[src/rtl/clk_reset_sequencer.sv]
// Power-up sequencer: filters the PLL lock, holds the downstream reset for a
// fixed time, then runs a divided clock-enable and counts lock losses.
module clk_reset_sequencer #(
  parameter int LOCK_FILTER = 8,
  parameter int HOLD_CYCLES = 16,
  parameter int CE_DIV      = 4
) (
  input  logic       clk,
  input  logic       reset,
  input  logic       locked_in,
  input  logic       drop_clr,
  output logic       sys_reset,
  output logic       ready,
  output logic       ce,
  output logic [1:0] state,
  output logic [7:0] drop_count
);

  typedef enum logic [1:0] {
    WAIT_LOCK = 2'd0,
    FILTER    = 2'd1,
    HOLD      = 2'd2,
    RUN       = 2'd3
  } state_t;

  localparam logic [7:0] FILT_LAST = 8'(LOCK_FILTER - 1);
  localparam logic [7:0] HOLD_LAST = 8'(HOLD_CYCLES - 1);
  localparam logic [4:0] DIV_LAST  = 5'(CE_DIV - 1);

  state_t     cur, nxt;
  logic       sync1, locked_s;
  logic [7:0] phase, phase_nxt;
  logic [4:0] div, div_nxt;
  logic [7:0] drop_nxt;
  logic       drop_ev;

  always_comb begin
    nxt       = cur;
    phase_nxt = phase;
    div_nxt   = '0;
    drop_ev   = 1'b0;
    case (cur)
      WAIT_LOCK: begin
        if (locked_s) begin
          nxt       = FILTER;
          phase_nxt = '0;
        end
      end
      FILTER: begin
        if (!locked_s) begin
          nxt       = WAIT_LOCK;
          phase_nxt = '0;
        end else if (phase == FILT_LAST) begin
          nxt       = HOLD;
          phase_nxt = '0;
        end else begin
          phase_nxt = phase + 8'd1;
        end
      end
      HOLD: begin
        if (!locked_s) begin
          nxt       = WAIT_LOCK;
          phase_nxt = '0;
          drop_ev   = 1'b1;
        end else if (phase == HOLD_LAST) begin
          nxt       = RUN;
          phase_nxt = '0;
        end else begin
          phase_nxt = phase + 8'd1;
        end
      end
      RUN: begin
        if (!locked_s) begin
          nxt     = WAIT_LOCK;
          drop_ev = 1'b1;
        end else begin
          div_nxt = (div == DIV_LAST) ? 5'd0 : div + 5'd1;
        end
      end
      default: nxt = WAIT_LOCK;
    endcase
  end

  // A clear that lands on a drop still records that drop.
  always_comb begin
    drop_nxt = drop_count;
    if (drop_clr)
      drop_nxt = drop_ev ? 8'd1 : 8'd0;
    else if (drop_ev && drop_count != 8'hff)
      drop_nxt = drop_count + 8'd1;
  end

  always_ff @(posedge clk) begin
    if (reset) begin
      sync1      <= 1'b0;
      locked_s   <= 1'b0;
      cur        <= WAIT_LOCK;
      phase      <= '0;
      div        <= '0;
      drop_count <= '0;
      sys_reset  <= 1'b1;
      ready      <= 1'b0;
    end else begin
      sync1      <= locked_in;
      locked_s   <= sync1;
      cur        <= nxt;
      phase      <= phase_nxt;
      div        <= div_nxt;
      drop_count <= drop_nxt;
      sys_reset  <= (nxt != RUN);
      ready      <= (nxt == RUN);
    end
  end

  // ready mirrors state==RUN, so ce can never coincide with sys_reset.
  assign ce    = ready && (div == DIV_LAST);
  assign state = cur;

endmodule

[config.mk]
export PLATFORM = sky130hd
export DESIGN_NAME = clk_reset_sequencer
export DESIGN_NICKNAME = d
export VERILOG_FILES = /design/src/rtl/clk_reset_sequencer.sv
export SDC_FILE = /design/constraint.sdc
export NUM_CORES = 1
export LEC_CHECK = 0
export CAP_MARGIN = 20
export CORE_ASPECT_RATIO = 0.9
export CORE_MARGIN = 2
export CORE_UTILIZATION = 58
export DETAILED_ROUTE_END_ITERATION = 10
export PLACE_DENSITY = 0.91
export SYNTH_ARGS = -nofsm -noshare
export SYNTH_HDL_FRONTEND = slang
export SYNTH_SLANG_ARGS = --single-unit
[constraint.sdc]
create_clock -name clk -period 3.3 [get_ports clk]
set_input_delay 0.66 -clock clk [delete_from_list [all_inputs] [get_ports clk]]
set_output_delay 0.66 -clock clk [all_outputs]
set_load 0.05 [all_outputs]
Yosys cells after proc, flatten, opt, wreduce, memory -nomap -nowiden
Cells that the tools add are included.
Widths: inputs -> output; s select.
Storage, ports and cells
  input bits: 4
  word-level logic and storage cells: 49
  output and inout bits: 13
  register bits: 27
Operators by class
  reduce and logical (&&, ||, !) cells: 8
  multiplexer cells: 18
  bitwise operators: 2
  equality and inequality tests: 10
  add/sub/neg operators: 3
Operator list (count)
  $mux 8: 7
  $pmux 8 s3: 1
  $add 8x1->8 const B: 2
  $mux 2: 6
  $eq 8x3->1 const B: 1
  $eq 8x4->1 const B: 1
  $ne 8x8->1 const B: 1
  $pmux 2 s4: 1
  $eq 2x2->1 const B: 3
  $add 5x1->5 const B: 1
  $eq 5x2->1 const B: 1
  $ne 2x2->1 const B: 2
  $reduce_or 4->1: 1
  $mux 1: 3
  $reduce_bool 3->1: 1
  $eq 2x1->1 const B: 1
  $logic_and 1x1->1: 2
  $logic_not 2->1: 1
  $not 1->1: 2
  $reduce_and 2->1: 1
  $reduce_bool 2->1: 1
  $reduce_or 2->1: 1

Longest topological paths before layout
Gate-level depths: netlist of the first run.
  depth in word-level cells: 6
  mapped depth: 7
  mapped depth without buffers: 6

Least setup slack after synthesis of the first run
Ideal clock, no wire load.
  path type: register to register
  from: register cur[0], in the netlist state[0]
  to: register phase[5]
  slack: 1116 ps
  period minus slack after synthesis: 2184 ps
  stages on the path, launching flop included: 7
  setup time: 74 ps
  path buffers: 0
  data required time: 3226 ps
  arrival: 2109 ps
  cell sequence: dfxtp_1 > inv_1 > ha_1 > o211ai_2 > a41o_1 > or4_1 > a31oi_1
On the way
  cells in the longest elaborated chain, start to end: 3
  elaborated cells on any way between the ends: 7
  classes of those cells: eq/ne (3); mux (1); reduce/logical (3)
Ends and longest elaborated chain
  from (decl): line 30  | state_t cur, nxt;
  from (signal assigned): line 106  | cur <= nxt;
  $eq 2x2->1 (tied with other cells): line 42  | case (cur)
  $reduce_bool 3->1 (no source line) / $ne 2x2->1 (equally long branches)
  $reduce_and 2->1 (no source line)
  to (signal assigned): line 107  | phase <= phase_nxt;
  to (decl): line 32  | logic [7:0] phase, phase_nxt;
Several ways; a longest one is shown, not always the timed one.
A chain may end at the register's enable or synchronous reset.

Worst setup path after layout of the first run
  from: register div[0]
  to: output ce
On the way
  cells in the longest elaborated chain, start to end: 2
Ends and longest elaborated chain
  from (decl): line 33  | logic [4:0] div, div_nxt;
  from (signal assigned): line 108  | div <= div_nxt;
  $eq 5x2->1: line 116  | assign ce = ready && (div == DIV_LAST);
  $logic_and 1x1->1: line 116
  to (decl): line 14  | output logic ce,
Every way passes these cells.

==> results of run 1 <==
power breakdown:
group	leakage (nW)	internal [mW]	switching [mW]
combinational	0.336	0.0128	0.0195
clock	0.0177	0.0454	0.0926
sequential	0.218	0.328	0.00277
path summary, 6_finish.rpt:
kind / slack (ns) / depth (start not counted) / to / from
hold / removal: 0.45 / 1 / locked_s / sync1
hold reg to reg: 0.45 / 1 / locked_s / sync1
setup reg to reg: 1.17 / 6 / drop_count[1] / state[0]
setup / recovery: 0.35 / 4 / ce / div[0]
registers in the layout, summed over array words and instances, names as in the netlist:
name / flops
drop_count: 8
div: 5
locked_s: 1
ready: 1
phase: 8
sync1: 1
sys_reset: 1
state: 2
metal layers:
metal	vias to the layer above	GRT usage (%)	wire length (um)
li1	585	-	-
met1	545	28.5	1280
met2	36	35.7	1200
met3	4	6.36	138
met4	0	6.67	18
met5	-	0	0
layout make-up:
cell class | count | share of cell area (%)
Clock buffer | 3 | 1.46
Clock inverter | 1 | 0.324
Inverter | 5 | 1.22
Multi-Input combinational cell | 112 | 49.4
Sequential cell | 27 | 35.0
Tap cell | 27 | 2.19
Timing Repair Buffer | 16 | 10.4
critical path: stages (launching register included):
cell,delay (ns)
sky130_fd_sc_hd__dfxtp_1,0.39
sky130_fd_sc_hd__ha_1,0.21
sky130_fd_sc_hd__nor4b_1,0.39
sky130_fd_sc_hd__and2_1,0.19
sky130_fd_sc_hd__clkdlybuf4s50_1,0.79
synth_stat cells, drive strengths merged (2+ instances only):
| library cell | n | area, sq um |
|---|---|---|
| a31oi | 3 | 18.8 |
| nor3 | 2 | 10.0 |
| o31ai | 5 | 37.5 |
| buf | 2 | 16.3 |
| and2 | 4 | 25.0 |
| or3 | 5 | 33.8 |
| a21oi | 7 | 35.0 |
| inv | 5 | 18.8 |
| xor2 | 2 | 17.5 |
| dfxtp | 27 | 541 |
| nand3 | 11 | 55.1 |
| a22o | 2 | 18.8 |
| mux2i | 4 | 40.0 |
| nor2b | 3 | 18.8 |
| nand2 | 8 | 30.0 |
| or4 | 4 | 30.0 |
| o211ai | 2 | 20.0 |
| nor2 | 10 | 37.5 |
| ha | 7 | 87.6 |
| nor4 | 2 | 12.5 |
| o21ai | 5 | 25.0 |
| and3 | 4 | 26.3 |
| xnor2 | 2 | 17.5 |
| nand2b | 2 | 12.5 |
| clkbuf | 2 | 7.51 |
| a41o | 2 | 20.0 |
cell families (layout without fill, tap and decap cells):
group | after synthesis | in the layout | share of synthesized area, %
DFF | 27 | 27 | 40.1
AOI/OAI and AO/OA | 34 | 34 | 17.9
xor gates and xnor gates | 4 | 4 | 2.60
buffers and inverters | 9 | 25 | 3.16
and+or+nand+nor | 62 | 62 | 25.8
adders and majority gates | 7 | 7 | 6.51
muxes | 5 | 5 | 3.81
==> summary by stage, run 1 <==
Final layout
After routing the design area is roughly 1500 sq um. Of the cells placed in the final design, the portion with a size suffix greater than 1 is around 7.9%. After the last flow step, the layout net total stands at between 150 and 200. The number of filler instances in the final layout is 160. The utilization after layout is 70.8%. In the layout the commonest cells are sky130_fd_sc_hd__dfxtp_1 (27), sky130_fd_sc_hd__clkdlybuf4s50_1 (16), sky130_fd_sc_hd__nand3_1 (11), sky130_fd_sc_hd__nor2_1 (10), sky130_fd_sc_hd__nand2_1 (8). The commonest non-fill, non-tap cell in the layout is sky130_fd_sc_hd__dfxtp_1. The area growth from synthesis to layout is 14.7%. Summing all multi-input logic gate instances after layout gives roughly 760 sq um. The number of non-filler instances in the completed layout is 191. 0 antenna diodes ended up in the layout. The area taken by flip-flops and latches is 541 sq um.

Worst setup path
Data arrives at the worst endpoint at about 2.3 ns. The critical path in this run is classified as flop to output port. The largest fanout of any net on the critical path is 3. Data on the critical path is required at its endpoint by about 2.6 ns.

The worst setup path is launched from a flop. STA classifies the critical path endpoint as an output port.

STA
Setup violations remaining at the end of the flow were counted as 0. The worst-case hold slack is approximately 0.45 ns. Setup total negative slack on the finished layout was measured at 0 ns.

The final number of max-transition violations is 0. The relative max-transition margin is 57.3%. The clock skew after layout is around 0.011 ns. For the pin with the worst max-slew slack, the measured transition is roughly 0.62 ns. The shortest clock period the worst path allows after layout is 2.95 ns.

Setup repair after global routing left no endpoint under its margin. The worst path meets setup with around 0.35 ns of slack. The final-report hold violation count is 0. The worst path uses between 80% and 90% of the clock period. The maximum frequency from static timing analysis is 339 MHz.

Power and ir drop
Summing internal, switching and leakage power gives around 0.50 mW. In this run the static leakage power is about 0.57 nW. Dividing total power by cell area gives a power density of between 300 and 400 nW/um^2. The worst-case IR drop observed on VDD is roughly 0.42 mV.

Die
The number of rows created at floorplan is 16. The die covers roughly 2700 sq um. The initial core utilization is around three fifths. In this run the count of I/O pins placed on the die edge is 17.

The core footprint is between 2000 and 2500 sq um. The die width is ~55 um. The vertical die dimension is ~50 um.

Clock tree
Clock tree synthesis found a total of 27 sinks. Clock-pin slew was measured on the worst setup and hold paths at between 0.1 and 0.15 ns. At the later pin of the worst-skew pair, clock insertion delay measures roughly 0.32 ns. The number of clock buffers inserted by TritonCTS is 3. The clock root buffer is sky130_fd_sc_hd__clkbuf_4. CTS built an H-tree with a depth of 1.

The maximum buffer depth of the clock tree is 2. The number of buffers inserted for hold repair after clock tree synthesis is 0. The clock tree from TritonCTS is done. Post-CTS repair changed the size of 0 cells. The number of buffers inserted by post-CTS setup repair is 0.

Job
Max-cap violations in this run came to 0.

Drt
The via-per-instance ratio is around 6.1. The initial detailed-routing violation count is 37. The total iterations of the first detailed-routing run is 4. In this run the remaining antenna-violating nets after routing total 0.

Summing over every cut layer, the via total after detailed routing is about 1200. After detailed routing, the number of remaining DRC violations is 0. The final routed wire length divided by cell count is 13.8 um. After detailed routing, the total wire length is roughly 2600 um.

Synthesis
The synthesized design contains 0 enable-type register cells. In the synthesized netlist the async set-or-reset flop fraction comes to 0%. The number of library cell types mapped by synthesis is 47. The average instance in the mapped netlist occupies between 9 and 10 sq um. Synthesis produced between 100 and 150 cells.

The most used flip-flop cell after synthesis is sky130_fd_sc_hd__dfxtp_1. For this run, the number of Yosys warnings is 0. The share of the Yosys chip area taken by registers is around two fifths. The total of flip-flops plus latches after synthesis is 27. The mapped netlist covers 1350 sq um. Synthesis produced a netlist with a net count of ~160.

Run status
The run finished with clean final reports.

Global route
The global-route wire length before repair is 4550 um. The via count of the first global-routing pass is between 1000 and 1500. The total overflow left after global routing is 0.

Entering global routing, the biggest net connects 16 pins. The global-route usage over all layers is approximately 22%. The initial antenna violation count is 0.

Place
Prior to clock tree synthesis, the placed netlist has a worst setup slack of 0.710 ns. In this run the cell area measured after placement is between 1500 and 2000 sq um. During placement, the flow inserted port buffers numbering 16. The number of instances in the placed design is about 190. The global placer's final weighted congestion is approximately 0.82.

Once detailed placement completed, the half-perimeter wirelength came to 1940 um.

Min path
The kind of path behind the tightest hold check is flop to flop.
Note: power is estimated with default switching activity, not from simulation.
==> inputs of run 2 (changes only) <==
--- a/config.mk
+++ b/config.mk
@@ -10,6 +10,7 @@
 export CORE_MARGIN = 2
 export CORE_UTILIZATION = 58
 export DETAILED_ROUTE_END_ITERATION = 10
+export GPL_TIMING_DRIVEN = 0
 export PLACE_DENSITY = 0.91
 export SYNTH_ARGS = -nofsm -noshare
 export SYNTH_HDL_FRONTEND = slang
==> run 2 against run 1 <==
Sequential power about the same. Via count up 3.1%. Combinational power up 2%. Cell count up 2.1%. Clock-buffer cell count unchanged. Critical path depth unchanged. Critical endpoint unchanged.
==> summary by stage, run 2 (synthesized netlist as in run 1, its figures left out) <==
Drt
The aggregate routed wire length came to 2830 um (+7.3%). The residual DRC count came to 0 (unchanged). The via count of the routed design is 1206 (+3.1%).

The remaining antenna violation count was 0 (unchanged). The total iterations of the first detailed-routing run came to 4 (unchanged). The via-per-instance ratio is 6.18 (+0.96%). The initial detailed-routing violation count is 30 (-19%). The final routed wire length divided by cell count is 14.5 um (+5.1%).

Worst setup path
The data arrival time of the critical path came to 2.26 ns (-0.03 ns). The slowest library cell on the worst path is sky130_fd_sc_hd__clkdlybuf4s50_1. The delay of the slowest cell on the worst path is 0.79 ns (about the same). The signal on the critical path passes through ha_1, nor4b_1, and2_1, clkdlybuf4s50_1. The worst setup path is launched from a flop.

The worst setup path is of the flop to output port kind. The endpoint class of the critical path is an output port. The largest fanout of any net on the critical path is 3 (unchanged). The required time of the critical path came to 2.64 ns (about the same).

Clock tree
The number of buffers inserted for hold repair after clock tree synthesis is 0 (unchanged). The clock edge transition at the registers on the reported setup and hold paths came to 0.15 ns (about the same). TritonCTS built the clock tree. The clock sink count came to 27 (unchanged).

The clock root buffer is sky130_fd_sc_hd__clkbuf_4. The number of H-tree levels is 1 (unchanged). The number of clock buffers inserted by TritonCTS was 3 (unchanged). The maximum buffer depth of the clock tree is 2 (unchanged). The number of buffers inserted by post-CTS setup repair is 0 (unchanged). The latest clock arrival within the worst-skew pair was 0.33 ns (about the same). The number of gates resized after cts is 0 (unchanged).

Final layout
The area growth from synthesis to layout is 16.4%. The utilization after layout is 71.8% (+1.1 points). The total non-filler cell area in the finished layout is 1570 sq um (+1.5%). The total number of nets in the final design was 180 (+2.3%).

The commonest non-fill, non-tap cell in the layout is sky130_fd_sc_hd__dfxtp_1. The share of post-route cells with drive strength above 1 was 8.93% (+1.0 points). The number of diodes added for antenna fixing came to 0 (unchanged). The area taken by flip-flops and latches came to 541 sq um (unchanged). The number of non-filler instances in the completed layout is 195 (+2.1%). The number of filler instances in the final layout was 161 (+0.63%). The area of the multi-input gates is 763 sq um (unchanged). The largest registers in the layout are drop_count: 8 flops, phase: 8 flops, div: 5 flops.

In the layout the commonest cells are sky130_fd_sc_hd__dfxtp_1 (27), sky130_fd_sc_hd__clkdlybuf4s50_1 (16), sky130_fd_sc_hd__nand3_1 (11), sky130_fd_sc_hd__nor2_1 (10), sky130_fd_sc_hd__nand2_1 (8).

STA
The share of the cycle needed by the critical path after routing is 88.6% (-0.74 points). The shortest clock period the worst path allows after layout is 2.92 ns (-0.0244 ns). The final number of max-transition violations came to 0 (unchanged). The maximum frequency from static timing analysis is 342 MHz (+0.83%).

The setup slack of the critical path after layout is 0.376 ns (+0.0244 ns). The slew at the pin closest to its max-slew limit came to 0.606 ns (-0.0157 ns). The final-report hold violation count is 0 (unchanged).

The clock skew after layout was 0.0150 ns (+0.00403 ns). The worst-case hold slack was 0.465 ns (+0.0133 ns). The total negative slack for setup checks is 0 ns (unchanged). The relative max-transition margin is 58.4% (+1.1 points). Setup repair after global routing left no endpoint under its margin. The final-report setup violation count is 0 (unchanged).

Global route
The maximum number of pins on one net before global-route repair is 16 (unchanged). The global-route usage over all layers is 23.3% (+0.96 points). The via count of the first global-routing pass is 1104 (-2.0%). The initial antenna violation count is 0 (unchanged). The remaining global-route overflow came to 0 (unchanged).

The global-route wire length before repair came to 4780 um (+5.1%).

Power and ir drop
The maximum resistive drop on vdd is 0.240 mV (-43%). The leakage power of the design came to 0.583 nW (+1.9%). The fraction of power spent switching nets was 23.8% (+0.85 points). The clock share of power was 28.2% (+0.7 points).

The share of power burned in registers is 65.3% (-0.7 points). The combinational group share of total power is 6.5% (about the same). The power density over the cells is 324 nW/um^2 (-0.25%).

The cell-internal power is 0.387 mW (+0.16%). The sum of internal, switching and leakage power came to 0.508 mW (+1.3%). The switching power summed over all nets is 0.121 mW (+5.1%).

Place
The number of instances in the placed design is 191 (+2.1%). The cell area after placement is 1540 sq um (+1.6%). The number of port buffers is 16 (unchanged). The estimated wirelength of the detail-placed design is 2090 um (+7.8%). The post-placement setup slack is 0.803 ns (+0.0930 ns). The global placer's final weighted congestion is 0.841 (+2.7%).

Die
The floorplan die area was 2720 sq um (unchanged). The number of rows created at floorplan is 16 (unchanged). The die width is 54.8 um (unchanged).

The vertical die dimension is 49.7 um (unchanged). The core footprint is 2180 sq um (unchanged). The top-level port count is 17 (unchanged). The initial core utilization is 61.7% (unchanged).

Job
The count of maximum capacitance violations is 0 (unchanged).

Min path
The kind of path behind the tightest hold check is flop to flop.

Run status
The flow ran to the end, and the final reports show no timing, DRC or antenna violations.
run 2: cell count changes in the layout (fill, tap and decap cells not counted), sizes merged:
| cell | delta |
|---|---|
| buf | +2 |
| clkbuf | +2 |
run 2: final timing paths:
path | from | endpoint | cells after the start | slack (ns)
min | sync1 | locked_s | 1 | 0.47
max reg2reg | state[0] | phase[5] | 6 | 1.24
max | div[0] | ce | 4 | 0.38
min reg2reg | sync1 | locked_s | 1 | 0.47
run 2: worst max-delay path: cells and delay by family (launching register included):
family / cells / cell delay, ns
fa+ha+maj: 1 / 0.21
simple gates: 2 / 0.55
buf+inv: 1 / 0.79
flops: 1 / 0.38
run 2: final cells by class:
type | instances | area share, %
multi-input cells | 112 | 48.7
flip-flops and latches | 27 | 34.5
repair buffers | 16 | 10.2
well taps | 27 | 2.15
plain buffers | 4 | 1.52
clock buffers | 3 | 1.44
inverters | 5 | 1.20
clock inverters | 1 | 0.319
run 2: layer usage:
metal	global-route usage [%]	routed length (um)
met1	32.3	1280
met2	36.3	1390
met3	2.73	129
met4	8.75	29
met5	0	0
run 2: power groups by stage:
stage / clock network (mW) / registers [mW] / logic [mW]
finish: 0.143 / 0.332 / 0.0330
global route: 0.157 / 0.332 / 0.0365
detailed placement: 0 / 0.339 / 0.0327
global placement: 0 / 0.338 / 0.0311
CTS: 0.146 / 0.332 / 0.0331
floorplan: 0 / 0.342 / 0.0170
